$ cat src/rtl/cpu_pkg.sv
// cpu_pkg: shared definitions for the mini CPU control path.
//   - default widths for opcode, ALU function and T-step fields
//   - opcode map for IR[31:27] and ALU function encodings
//   - T-step state enum and the packed control-line bundle (ctrl_t)
//   - alu_of(): ALU function implied by an opcode
package cpu_pkg;

   localparam int DEF_OPCODE_W = 5;
   localparam int DEF_ALU_OP_W = 5;
   localparam int DEF_STEP_W   = 4;

   typedef logic [DEF_OPCODE_W-1:0] opcode_t;
   typedef logic [DEF_ALU_OP_W-1:0] alu_op_t;

   localparam opcode_t OP_LD   = 5'd0;
   localparam opcode_t OP_LDI  = 5'd1;
   localparam opcode_t OP_ST   = 5'd2;
   localparam opcode_t OP_ADD  = 5'd3;
   localparam opcode_t OP_SUB  = 5'd4;
   localparam opcode_t OP_AND  = 5'd5;
   localparam opcode_t OP_OR   = 5'd6;
   localparam opcode_t OP_SHR  = 5'd7;
   localparam opcode_t OP_SHRA = 5'd8;
   localparam opcode_t OP_SHL  = 5'd9;
   localparam opcode_t OP_ROR  = 5'd10;
   localparam opcode_t OP_ROL  = 5'd11;
   localparam opcode_t OP_ADDI = 5'd12;
   localparam opcode_t OP_ANDI = 5'd13;
   localparam opcode_t OP_ORI  = 5'd14;
   localparam opcode_t OP_MUL  = 5'd15;
   localparam opcode_t OP_DIV  = 5'd16;
   localparam opcode_t OP_NEG  = 5'd17;
   localparam opcode_t OP_NOT  = 5'd18;
   localparam opcode_t OP_BR   = 5'd19;
   localparam opcode_t OP_JR   = 5'd20;
   localparam opcode_t OP_JAL  = 5'd21;
   localparam opcode_t OP_IN   = 5'd22;
   localparam opcode_t OP_OUT  = 5'd23;
   localparam opcode_t OP_MFHI = 5'd24;
   localparam opcode_t OP_MFLO = 5'd25;
   localparam opcode_t OP_NOP  = 5'd26;
   localparam opcode_t OP_HALT = 5'd27;

   localparam alu_op_t ALU_NONE = 5'd0;
   localparam alu_op_t ALU_ADD  = 5'd3;
   localparam alu_op_t ALU_SUB  = 5'd4;
   localparam alu_op_t ALU_AND  = 5'd5;
   localparam alu_op_t ALU_OR   = 5'd6;
   localparam alu_op_t ALU_SHR  = 5'd7;
   localparam alu_op_t ALU_SHRA = 5'd8;
   localparam alu_op_t ALU_SHL  = 5'd9;
   localparam alu_op_t ALU_ROR  = 5'd10;
   localparam alu_op_t ALU_ROL  = 5'd11;
   localparam alu_op_t ALU_MUL  = 5'd15;
   localparam alu_op_t ALU_DIV  = 5'd16;
   localparam alu_op_t ALU_NEG  = 5'd17;
   localparam alu_op_t ALU_NOT  = 5'd18;

   // T0..T7 double as the visible step number; RESET/HALT read back as step 0.
   typedef enum logic [DEF_STEP_W-1:0] {
      ST_T0 = 4'd0, ST_T1 = 4'd1, ST_T2 = 4'd2, ST_T3 = 4'd3,
      ST_T4 = 4'd4, ST_T5 = 4'd5, ST_T6 = 4'd6, ST_T7 = 4'd7,
      ST_RESET = 4'd8, ST_HALT = 4'd9
   } state_t;

   typedef struct packed {
      logic    gra, grb, grc, rin, rout, baout, cout;
      logic    pcout, mdrout, zhighout, zlowout, hiout, loout, inportout;
      logic    pcin, irin, yin, zlowin, zhighin, marin, mdrin, hiin, loin, conin, outportin;
      logic    incpc, read, write, clear, run;
      alu_op_t alu_op;
   } ctrl_t;

   function automatic alu_op_t alu_of(input opcode_t op);
      case (op)
         OP_ADD, OP_ADDI: return ALU_ADD;
         OP_SUB:          return ALU_SUB;
         OP_AND, OP_ANDI: return ALU_AND;
         OP_OR,  OP_ORI:  return ALU_OR;
         OP_SHR:          return ALU_SHR;
         OP_SHRA:         return ALU_SHRA;
         OP_SHL:          return ALU_SHL;
         OP_ROR:          return ALU_ROR;
         OP_ROL:          return ALU_ROL;
         OP_MUL:          return ALU_MUL;
         OP_DIV:          return ALU_DIV;
         OP_NEG:          return ALU_NEG;
         OP_NOT:          return ALU_NOT;
         default:         return ALU_NONE;
      endcase
   endfunction

endpackage

$ cat src/rtl/ctrl_step_decode.sv
// ctrl_step_decode: combinational map of (T-step state, opcode, Con_FF) to the
// full control-line bundle.
//   state    in   current sequencer state
//   opcode   in   IR[31:27]
//   con_ff   in   branch condition, gates PCin on the final branch step
//   ctl      out  control lines for this cycle
//   last     out  this step ends the instruction
//   halt_op  out  halt opcode reached its execute step
//   mem_step out  this step drives Read or Write
module ctrl_step_decode
   import cpu_pkg::*;
(
   input  state_t  state,
   input  opcode_t opcode,
   input  logic    con_ff,
   output ctrl_t   ctl,
   output logic    last,
   output logic    halt_op,
   output logic    mem_step
);

   always_comb begin
      ctl     = '0;
      last    = 1'b0;
      halt_op = 1'b0;
      case (state)
         ST_RESET: ctl.clear = 1'b1;
         ST_HALT:  ;
         ST_T0: begin
            ctl.run = 1'b1; ctl.pcout = 1'b1; ctl.marin = 1'b1;
            ctl.incpc = 1'b1; ctl.zlowin = 1'b1;
         end
         ST_T1: begin
            ctl.run = 1'b1; ctl.zlowout = 1'b1; ctl.pcin = 1'b1;
            ctl.read = 1'b1; ctl.mdrin = 1'b1;
         end
         ST_T2: begin
            ctl.run = 1'b1; ctl.mdrout = 1'b1; ctl.irin = 1'b1;
         end
         default: begin
            // T3..T7: execute steps selected by opcode. Any step past the end
            // of a sequence is unreachable; it is marked last so it can't stick.
            ctl.run = 1'b1;
            case (opcode)
               OP_LD, OP_LDI, OP_ST: begin
                  case (state)
                     ST_T3: begin ctl.grb = 1'b1; ctl.baout = 1'b1; ctl.yin = 1'b1; end
                     ST_T4: begin ctl.cout = 1'b1; ctl.alu_op = ALU_ADD; ctl.zlowin = 1'b1; end
                     ST_T5: begin
                        ctl.zlowout = 1'b1;
                        if (opcode == OP_LDI) begin
                           ctl.gra = 1'b1; ctl.rin = 1'b1; last = 1'b1;
                        end else
                           ctl.marin = 1'b1;
                     end
                     ST_T6: begin
                        ctl.mdrin = 1'b1;
                        if (opcode == OP_ST) begin ctl.gra = 1'b1; ctl.rout = 1'b1; end
                        else                 ctl.read = 1'b1;
                     end
                     ST_T7: begin
                        last = 1'b1;
                        if (opcode == OP_ST) ctl.write = 1'b1;
                        else begin ctl.mdrout = 1'b1; ctl.gra = 1'b1; ctl.rin = 1'b1; end
                     end
                     default: last = 1'b1;
                  endcase
               end
               OP_ADD, OP_SUB, OP_AND, OP_OR, OP_SHR, OP_SHRA, OP_SHL, OP_ROR, OP_ROL,
               OP_ADDI, OP_ANDI, OP_ORI: begin
                  case (state)
                     ST_T3: begin ctl.grb = 1'b1; ctl.rout = 1'b1; ctl.yin = 1'b1; end
                     ST_T4: begin
                        // immediates take operand B from the sign-extended C field
                        if (opcode inside {OP_ADDI, OP_ANDI, OP_ORI}) ctl.cout = 1'b1;
                        else begin ctl.grc = 1'b1; ctl.rout = 1'b1; end
                        ctl.alu_op = alu_of(opcode); ctl.zlowin = 1'b1;
                     end
                     ST_T5: begin ctl.zlowout = 1'b1; ctl.gra = 1'b1; ctl.rin = 1'b1; last = 1'b1; end
                     default: last = 1'b1;
                  endcase
               end
               OP_MUL, OP_DIV: begin
                  case (state)
                     ST_T3: begin ctl.gra = 1'b1; ctl.rout = 1'b1; ctl.yin = 1'b1; end
                     ST_T4: begin
                        ctl.grb = 1'b1; ctl.rout = 1'b1; ctl.alu_op = alu_of(opcode);
                        ctl.zlowin = 1'b1; ctl.zhighin = 1'b1;
                     end
                     ST_T5: begin ctl.zlowout = 1'b1; ctl.loin = 1'b1; end
                     ST_T6: begin ctl.zhighout = 1'b1; ctl.hiin = 1'b1; last = 1'b1; end
                     default: last = 1'b1;
                  endcase
               end
               OP_NEG, OP_NOT: begin
                  case (state)
                     ST_T3: begin
                        ctl.grb = 1'b1; ctl.rout = 1'b1; ctl.alu_op = alu_of(opcode); ctl.zlowin = 1'b1;
                     end
                     ST_T4: begin ctl.zlowout = 1'b1; ctl.gra = 1'b1; ctl.rin = 1'b1; last = 1'b1; end
                     default: last = 1'b1;
                  endcase
               end
               OP_BR: begin
                  case (state)
                     ST_T3: begin ctl.gra = 1'b1; ctl.rout = 1'b1; ctl.conin = 1'b1; end
                     ST_T4: begin ctl.pcout = 1'b1; ctl.yin = 1'b1; end
                     ST_T5: begin ctl.cout = 1'b1; ctl.alu_op = ALU_ADD; ctl.zlowin = 1'b1; end
                     ST_T6: begin ctl.zlowout = 1'b1; ctl.pcin = con_ff; last = 1'b1; end
                     default: last = 1'b1;
                  endcase
               end
               OP_JR: begin
                  ctl.gra = 1'b1; ctl.rout = 1'b1; ctl.pcin = 1'b1; last = 1'b1;
               end
               OP_JAL: begin
                  // return address goes to R15 through the Grb select
                  if (state == ST_T3) begin
                     ctl.pcout = 1'b1; ctl.grb = 1'b1; ctl.rin = 1'b1;
                  end else begin
                     ctl.gra = 1'b1; ctl.rout = 1'b1; ctl.pcin = 1'b1; last = 1'b1;
                  end
               end
               OP_IN: begin
                  ctl.inportout = 1'b1; ctl.gra = 1'b1; ctl.rin = 1'b1; last = 1'b1;
               end
               OP_OUT: begin
                  ctl.gra = 1'b1; ctl.rout = 1'b1; ctl.outportin = 1'b1; last = 1'b1;
               end
               OP_MFHI: begin
                  ctl.hiout = 1'b1; ctl.gra = 1'b1; ctl.rin = 1'b1; last = 1'b1;
               end
               OP_MFLO: begin
                  ctl.loout = 1'b1; ctl.gra = 1'b1; ctl.rin = 1'b1; last = 1'b1;
               end
               OP_HALT: halt_op = 1'b1;
               default: last = 1'b1;  // nop and undefined opcodes
            endcase
         end
      endcase
      mem_step = ctl.read | ctl.write;
   end

endmodule

$ cat src/rtl/ctrl_unit.sv
// ctrl_unit: hardwired microsequencer for the mini CPU datapath.
// Holds the T-step state, steps fetch/decode/execute and drives every
// data_path control line (decoded in ctrl_step_decode).
//   clock, Reset(active-low async), Stop(halt request), IR, Con_FF  inputs
//   mem_ready  input, only with CTRL_MEM_WAIT_EN: holds Read/Write steps
//   register-select, bus-source, register-load, memory, clear, Run,
//   alu_op and step outputs
// Optional feature macro: CTRL_MEM_WAIT_EN
module ctrl_unit
   import cpu_pkg::*;
#(
   parameter int OPCODE_W = DEF_OPCODE_W,
   parameter int ALU_OP_W = DEF_ALU_OP_W,
   parameter int STEP_W   = DEF_STEP_W
) (
   input  logic                clock,
   input  logic                Reset,
   input  logic                Stop,
   input  logic [31:0]         IR,
   input  logic                Con_FF,
`ifdef CTRL_MEM_WAIT_EN
   input  logic                mem_ready,
`endif
   output logic                Gra, Grb, Grc, Rin, Rout, BAout, Cout,
   output logic                PCout, MDRout, Zhighout, Zlowout, HIout, LOout, InPortout,
   output logic                PCin, IRin, Yin, Zlowin, Zhighin, MARin, MDRin,
   output logic                HIin, LOin, CONin, OutPortin,
   output logic                IncPC, Read, Write, clear,
   output logic                Run,
   output logic [ALU_OP_W-1:0] alu_op,
   output logic [STEP_W-1:0]   step
);

   state_t  state, state_n;
   ctrl_t   ctl;
   logic    last, halt_op, mem_step, hold;
   logic    stop_pend;
   opcode_t opcode;
   logic    unused_ir;

   assign opcode    = opcode_t'(IR[31 -: OPCODE_W]);
   assign unused_ir = ^IR[31-OPCODE_W:0];

   ctrl_step_decode u_dec (
      .state    (state),
      .opcode   (opcode),
      .con_ff   (Con_FF),
      .ctl      (ctl),
      .last     (last),
      .halt_op  (halt_op),
      .mem_step (mem_step)
   );

`ifdef CTRL_MEM_WAIT_EN
   assign hold = mem_step & ~mem_ready;
`else
   assign hold = 1'b0;
   logic unused_mem;
   assign unused_mem = mem_step;
`endif

   always_ff @(posedge clock or negedge Reset) begin
      if (!Reset) state <= ST_RESET;
      else        state <= state_n;
   end

   // A Stop seen mid-instruction is remembered so the instruction can finish
   // and the halt takes effect at its final step.
   always_ff @(posedge clock or negedge Reset) begin
      if (!Reset)                      stop_pend <= 1'b0;
      else if (ctl.run & last & ~hold) stop_pend <= 1'b0;
      else if (ctl.run & Stop)         stop_pend <= 1'b1;
   end

   always_comb begin
      state_n = state;
      case (state)
         ST_RESET: state_n = ST_T0;
         ST_HALT:  state_n = ST_HALT;
         default: begin
            if (hold)         state_n = state;
            else if (halt_op) state_n = ST_HALT;
            else if (last)    state_n = (Stop | stop_pend) ? ST_HALT : ST_T0;
            else              state_n = state_t'(state + 4'd1);
         end
      endcase
   end

   assign step = (state == ST_RESET || state == ST_HALT) ? '0 : STEP_W'(state);

   assign Gra       = ctl.gra;       assign Grb       = ctl.grb;
   assign Grc       = ctl.grc;       assign Rin       = ctl.rin;
   assign Rout      = ctl.rout;      assign BAout     = ctl.baout;
   assign Cout      = ctl.cout;      assign PCout     = ctl.pcout;
   assign MDRout    = ctl.mdrout;    assign Zhighout  = ctl.zhighout;
   assign Zlowout   = ctl.zlowout;   assign HIout     = ctl.hiout;
   assign LOout     = ctl.loout;     assign InPortout = ctl.inportout;
   assign PCin      = ctl.pcin;      assign IRin      = ctl.irin;
   assign Yin       = ctl.yin;       assign Zlowin    = ctl.zlowin;
   assign Zhighin   = ctl.zhighin;   assign MARin     = ctl.marin;
   assign MDRin     = ctl.mdrin;     assign HIin      = ctl.hiin;
   assign LOin      = ctl.loin;      assign CONin     = ctl.conin;
   assign OutPortin = ctl.outportin; assign IncPC     = ctl.incpc;
   assign Read      = ctl.read;      assign Write     = ctl.write;
   assign clear     = ctl.clear;     assign Run       = ctl.run;
   assign alu_op    = ALU_OP_W'(ctl.alu_op);

endmodule

$ cat config.mk
export PLATFORM = sky130hd
export DESIGN_NAME = ctrl_unit
export DESIGN_NICKNAME = d
export VERILOG_FILES = /design/src/rtl/cpu_pkg.sv /design/src/rtl/ctrl_step_decode.sv /design/src/rtl/ctrl_unit.sv
export SDC_FILE = /design/constraint.sdc
export NUM_CORES = 1
export LEC_CHECK = 0
export ABC_CLOCK_PERIOD_IN_PS = 2300
export BUFFER_PORTS_ARGS = -buffer_cell sky130_fd_sc_hd__buf_2
export CAP_MARGIN = 25
export CORE_UTILIZATION = 44
export CTS_BUF_LIST = sky130_fd_sc_hd__clkbuf_16
export DETAILED_ROUTE_END_ITERATION = 7
export GPL_TIMING_DRIVEN = 0
export PLACE_DENSITY = 0.88
export SYNTH_ARGS = -nofsm -noshare
export SYNTH_HDL_FRONTEND = slang
export SYNTH_SLANG_ARGS = --single-unit
$ cat constraint.sdc
create_clock -name clock -period 2.3 [get_ports clock]
set_input_delay 0.115 -clock clock [delete_from_list [all_inputs] [get_ports clock]]
set_output_delay 0.115 -clock clock [all_outputs]
set_load 0.005 [all_outputs]
==> reports/metrics.csv <==
stage,metric,value,unit
synthesis,syn-cell-area,0.001236,mm^2
grt,grt_overflow,0,
finish,final_cell_area,0.001685,mm^2
finish,area_growth,36.34,%
grt,grt_pass1_wl,6237,um
detailed_routing,num_vias,1715,
clock_tree,numCtsBuffers,3,
timing,fin_ws,0.03631,ns
finish,drive_gt1_share,31.20,%
synthesis,synth_top_family_by_area,simple AND/OR/NAND/NOR gates,
grt,track_usage,28.48,%
timing,setup_viol,0,
synthesis,syn_inst,197,
placed_design,place_area,0.001504,mm^2
synthesis,ys_types,48,
detailed_routing,antenna_left,0,
clock_tree,clk_latency,0.23,ns
synthesis,synthMuxAreaShare,0,%
synthesis,synth_fa_ha_area_share,4.049,%
floorplan,die-area,0.003026,mm^2
grt,grt_max_degree,11,
detailed_routing,drt-vias-per-instance,6.125,
job,drv_cap,0,
finish,final.fill_count,251,
synthesis,async_flop_share,100.0,%
power,leakagePower,0.7378,nW
placed_design,gp_congestion,0.9123,
synthesis,synth_enable_flop_cells,0,
floorplan,num_rows,18,
grt,grt_pass1_vias,1386,
detailed_routing,routedWlPerCell,15.22,um
synthesis,synth_seq_cells,5,
floorplan,core_area,0.002567,mm^2
detailed_routing,wl,4261,um
clock_tree,path_clk_slew,0.03,ns
outcome,outcome,finished clean,
power,max-vdd-ir-drop,0.001062,V
worst_setup_path,arrival,2.15,ns
clock_tree,cts_num_sinks,5,
detailed_routing,drc,0,
timing,hold_viol,0,
synthesis,synth_compound_area_share,36.84,%
synthesis,synth-simple-area-share,37.96,%
clock_tree,cts_max_level,1,
worst_setup_path,worstSetupEndpointType,output port,
detailed_routing,firstDrtPassIters,5,
synthesis,synth_xor_area_share,1.417,%
finish,diodes,0,
min_path,holdPathStages,3,
placed_design,io_buffers,46,
placed_design,pre_cts_ws,0.06024,ns
detailed_routing,drtIter0Drc,83,
timing,clock_skew,0.004135,ns
floorplan,ioPinCount,75,
synthesis,ys_warn_count,0,
finish,nets,291,
grt,antenna_found_initial,0,
timing,rsz0062_at_grt,yes,
floorplan,die_w,55.01,um
timing,period_needed,2.264,ns
timing,fmax,441.8,MHz
min_path,hp-class,input port to register,
placed_design,place_hpwl,3008,um
floorplan,start_util,48.15,%
worst_setup_path,criticalPathCategory,register to output port,
synthesis,syn_nets,237,
synthesis,syn_avg_cell_area,6.275,um^2
timing,timing.slew.headroom,61.62,%
synthesis,synth_ff_type,dfrtp_1,
worst_setup_path,path_max_fanout,7,
power,power_density,840.9,mW/mm^2
timing,slew_violations,0,
floorplan,fp.dieH,55.01,um
worst_setup_path,crit_path_start_kind,register,
clock_tree,cts_tree,built,
clock_tree,cts_root_buf,clkbuf_16,
worst_setup_path,required,2.18,ns
finish,fin_util,65.64,%
worst_setup_path,ff2ff_path_depth,7,
timing,worstMarginPinSlew,0.5757,ns
clock_tree,clock_path_buffers,2,
timing,period_share,98.42,%
synthesis,ys_seq_area_share,10.22,%
-- where the power goes --
| group | internal (mW) | leakage [nW] | switching, mW |
|---|---|---|---|
| clock | 0.225 | 0.0423 | 0.0584 |
| combinational | 0.414 | 0.635 | 0.550 |
| sequential | 0.133 | 0.0605 | 0.0365 |
-- worst max-delay path: stages (launching register included) --
cell      delay [ns]
dfrtp_1         0.40
inv_2           0.08
buf_4           0.14
ha_4            0.18
nor2_1          0.21
o211ai_1        0.26
o32a_1          0.38
o22ai_1         0.12
buf_2           0.14
-- placed cells by master (no fill, tap or decap), drive strengths merged, types with 3 or more instances in the layout --
cell    count
nand3       6
buf        55
and2        5
nor3b       3
o31ai       5
or2         3
inv         7
nand2b      4
o211ai      3
a21oi      11
clkbuf     15
nor3        7
nand2      26
dfrtp       4
nor2b      10
o21a        4
nor2       24
o21ai      19
a31oi       5
ha          4
a211oi      4
-- per-layer routing --
| layer | vias to the layer above | routed length [um] | GRT usage, % |
|---|---|---|---|
| li1 | 818 | - | - |
| met1 | 786 | 1781 | 39.25 |
| met2 | 101 | 2001 | 45.18 |
| met3 | 10 | 424 | 4.645 |
| met4 | 0 | 55 | 8.333 |
| met5 | - | 0 | 0 |
-- per-stage QoR --
stage          cells  power (mW)  TNS (ns)  hold slack, ns
2_1_floorplan    197      0.7233         0         -0.1806
6_report         280       1.417         0          0.1434
4_1_cts          278       1.316         0          0.1465
3_5_place_dp     273      0.9888         0        -0.06533
5_1_grt          280       1.537   -0.2715          0.1793
3_3_place_gp     273      0.9765         0        -0.06672
-- timing repair --
| action | 4_1_cts | 5_1_grt |
|---|---|---|
| setup buffers | 0 | 2 |
| hold buffers | 1 | 0 |
| gates resized for setup | 7 | 14 |
| setup endpoints to repair | 3 | 13 |
| pin swaps | 1 | 6 |
| hold endpoints to repair | 5 | 0 |
-- area by class of cell --
cell class	instances	area, um^2	share of cell area (%)
Inverter	6	22.52	1.336
Timing Repair Buffer	49	255.2	15.14
Buffer	19	101.3	6.013
Sequential cell	5	126.4	7.498
Clock buffer	3	75.07	4.454
Clock inverter	1	3.754	0.2227
Multi-Input combinational cell	167	1064	63.10
Tap cell	30	37.54	2.227
-- sequential cells by signal, indices dropped and copies added, names as in the netlist --
register   flops
state          4
stop_pend      1
-- path summary, 6_finish.rpt --
kind                                start        end  slack (ns)
worst max-delay path             state[1]        Yin        0.04
worst min-delay path                 Stop  stop_pend        0.14
worst max register to register   state[0]   state[0]        0.10
worst min register to register  stop_pend  stop_pend        0.51
max in group asynchronous           Reset   state[3]        1.86
min in group asynchronous           Reset   state[2]        0.23
-- kinds of logic after synthesis --
| family | after synthesis |
|---|---|
| XOR/XNOR | 2 |
| adder cells (fa/ha/maj) | 4 |
| AND/OR/NAND/NOR | 94 |
| AO/OA/AOI/OAI | 67 |
| buffers and inverters | 25 |
| flip-flops | 5 |
-- cells in the mapped netlist (2+ instances only) --
cell type  number  share of area [%]
nor3b_1         2                1.2
nand2_1        26                7.9
o22ai_1         2                1.0
buf_2           4                1.6
and2_1          5                2.5
clkbuf_1       11                3.3
inv_1           6                1.8
nor2_1         24                7.3
buf_6           2                1.8
nand3_1         6                2.4
o21ai_1         2               0.81
o221ai_1        2                1.4
o21a_1          4                2.4
o211ai_1        3                1.8
o31a_1          2                1.4
o32a_1          2                1.6
nor2b_1        10                5.1
a31oi_1         5                2.5
xnor2_1         2                1.4
nand2b_1        4                2.0
ha_1            4                4.0
o21ai_0        17                6.9
dfrtp_1         4                8.1
nor3_1          7                2.8
a211oi_1        3                1.8
o31ai_1         5                3.0
a21oi_1        10                4.0
a2111oi_0       2                1.4
or3_1           2                1.0
Note: power is estimated with default switching activity, not from simulation.
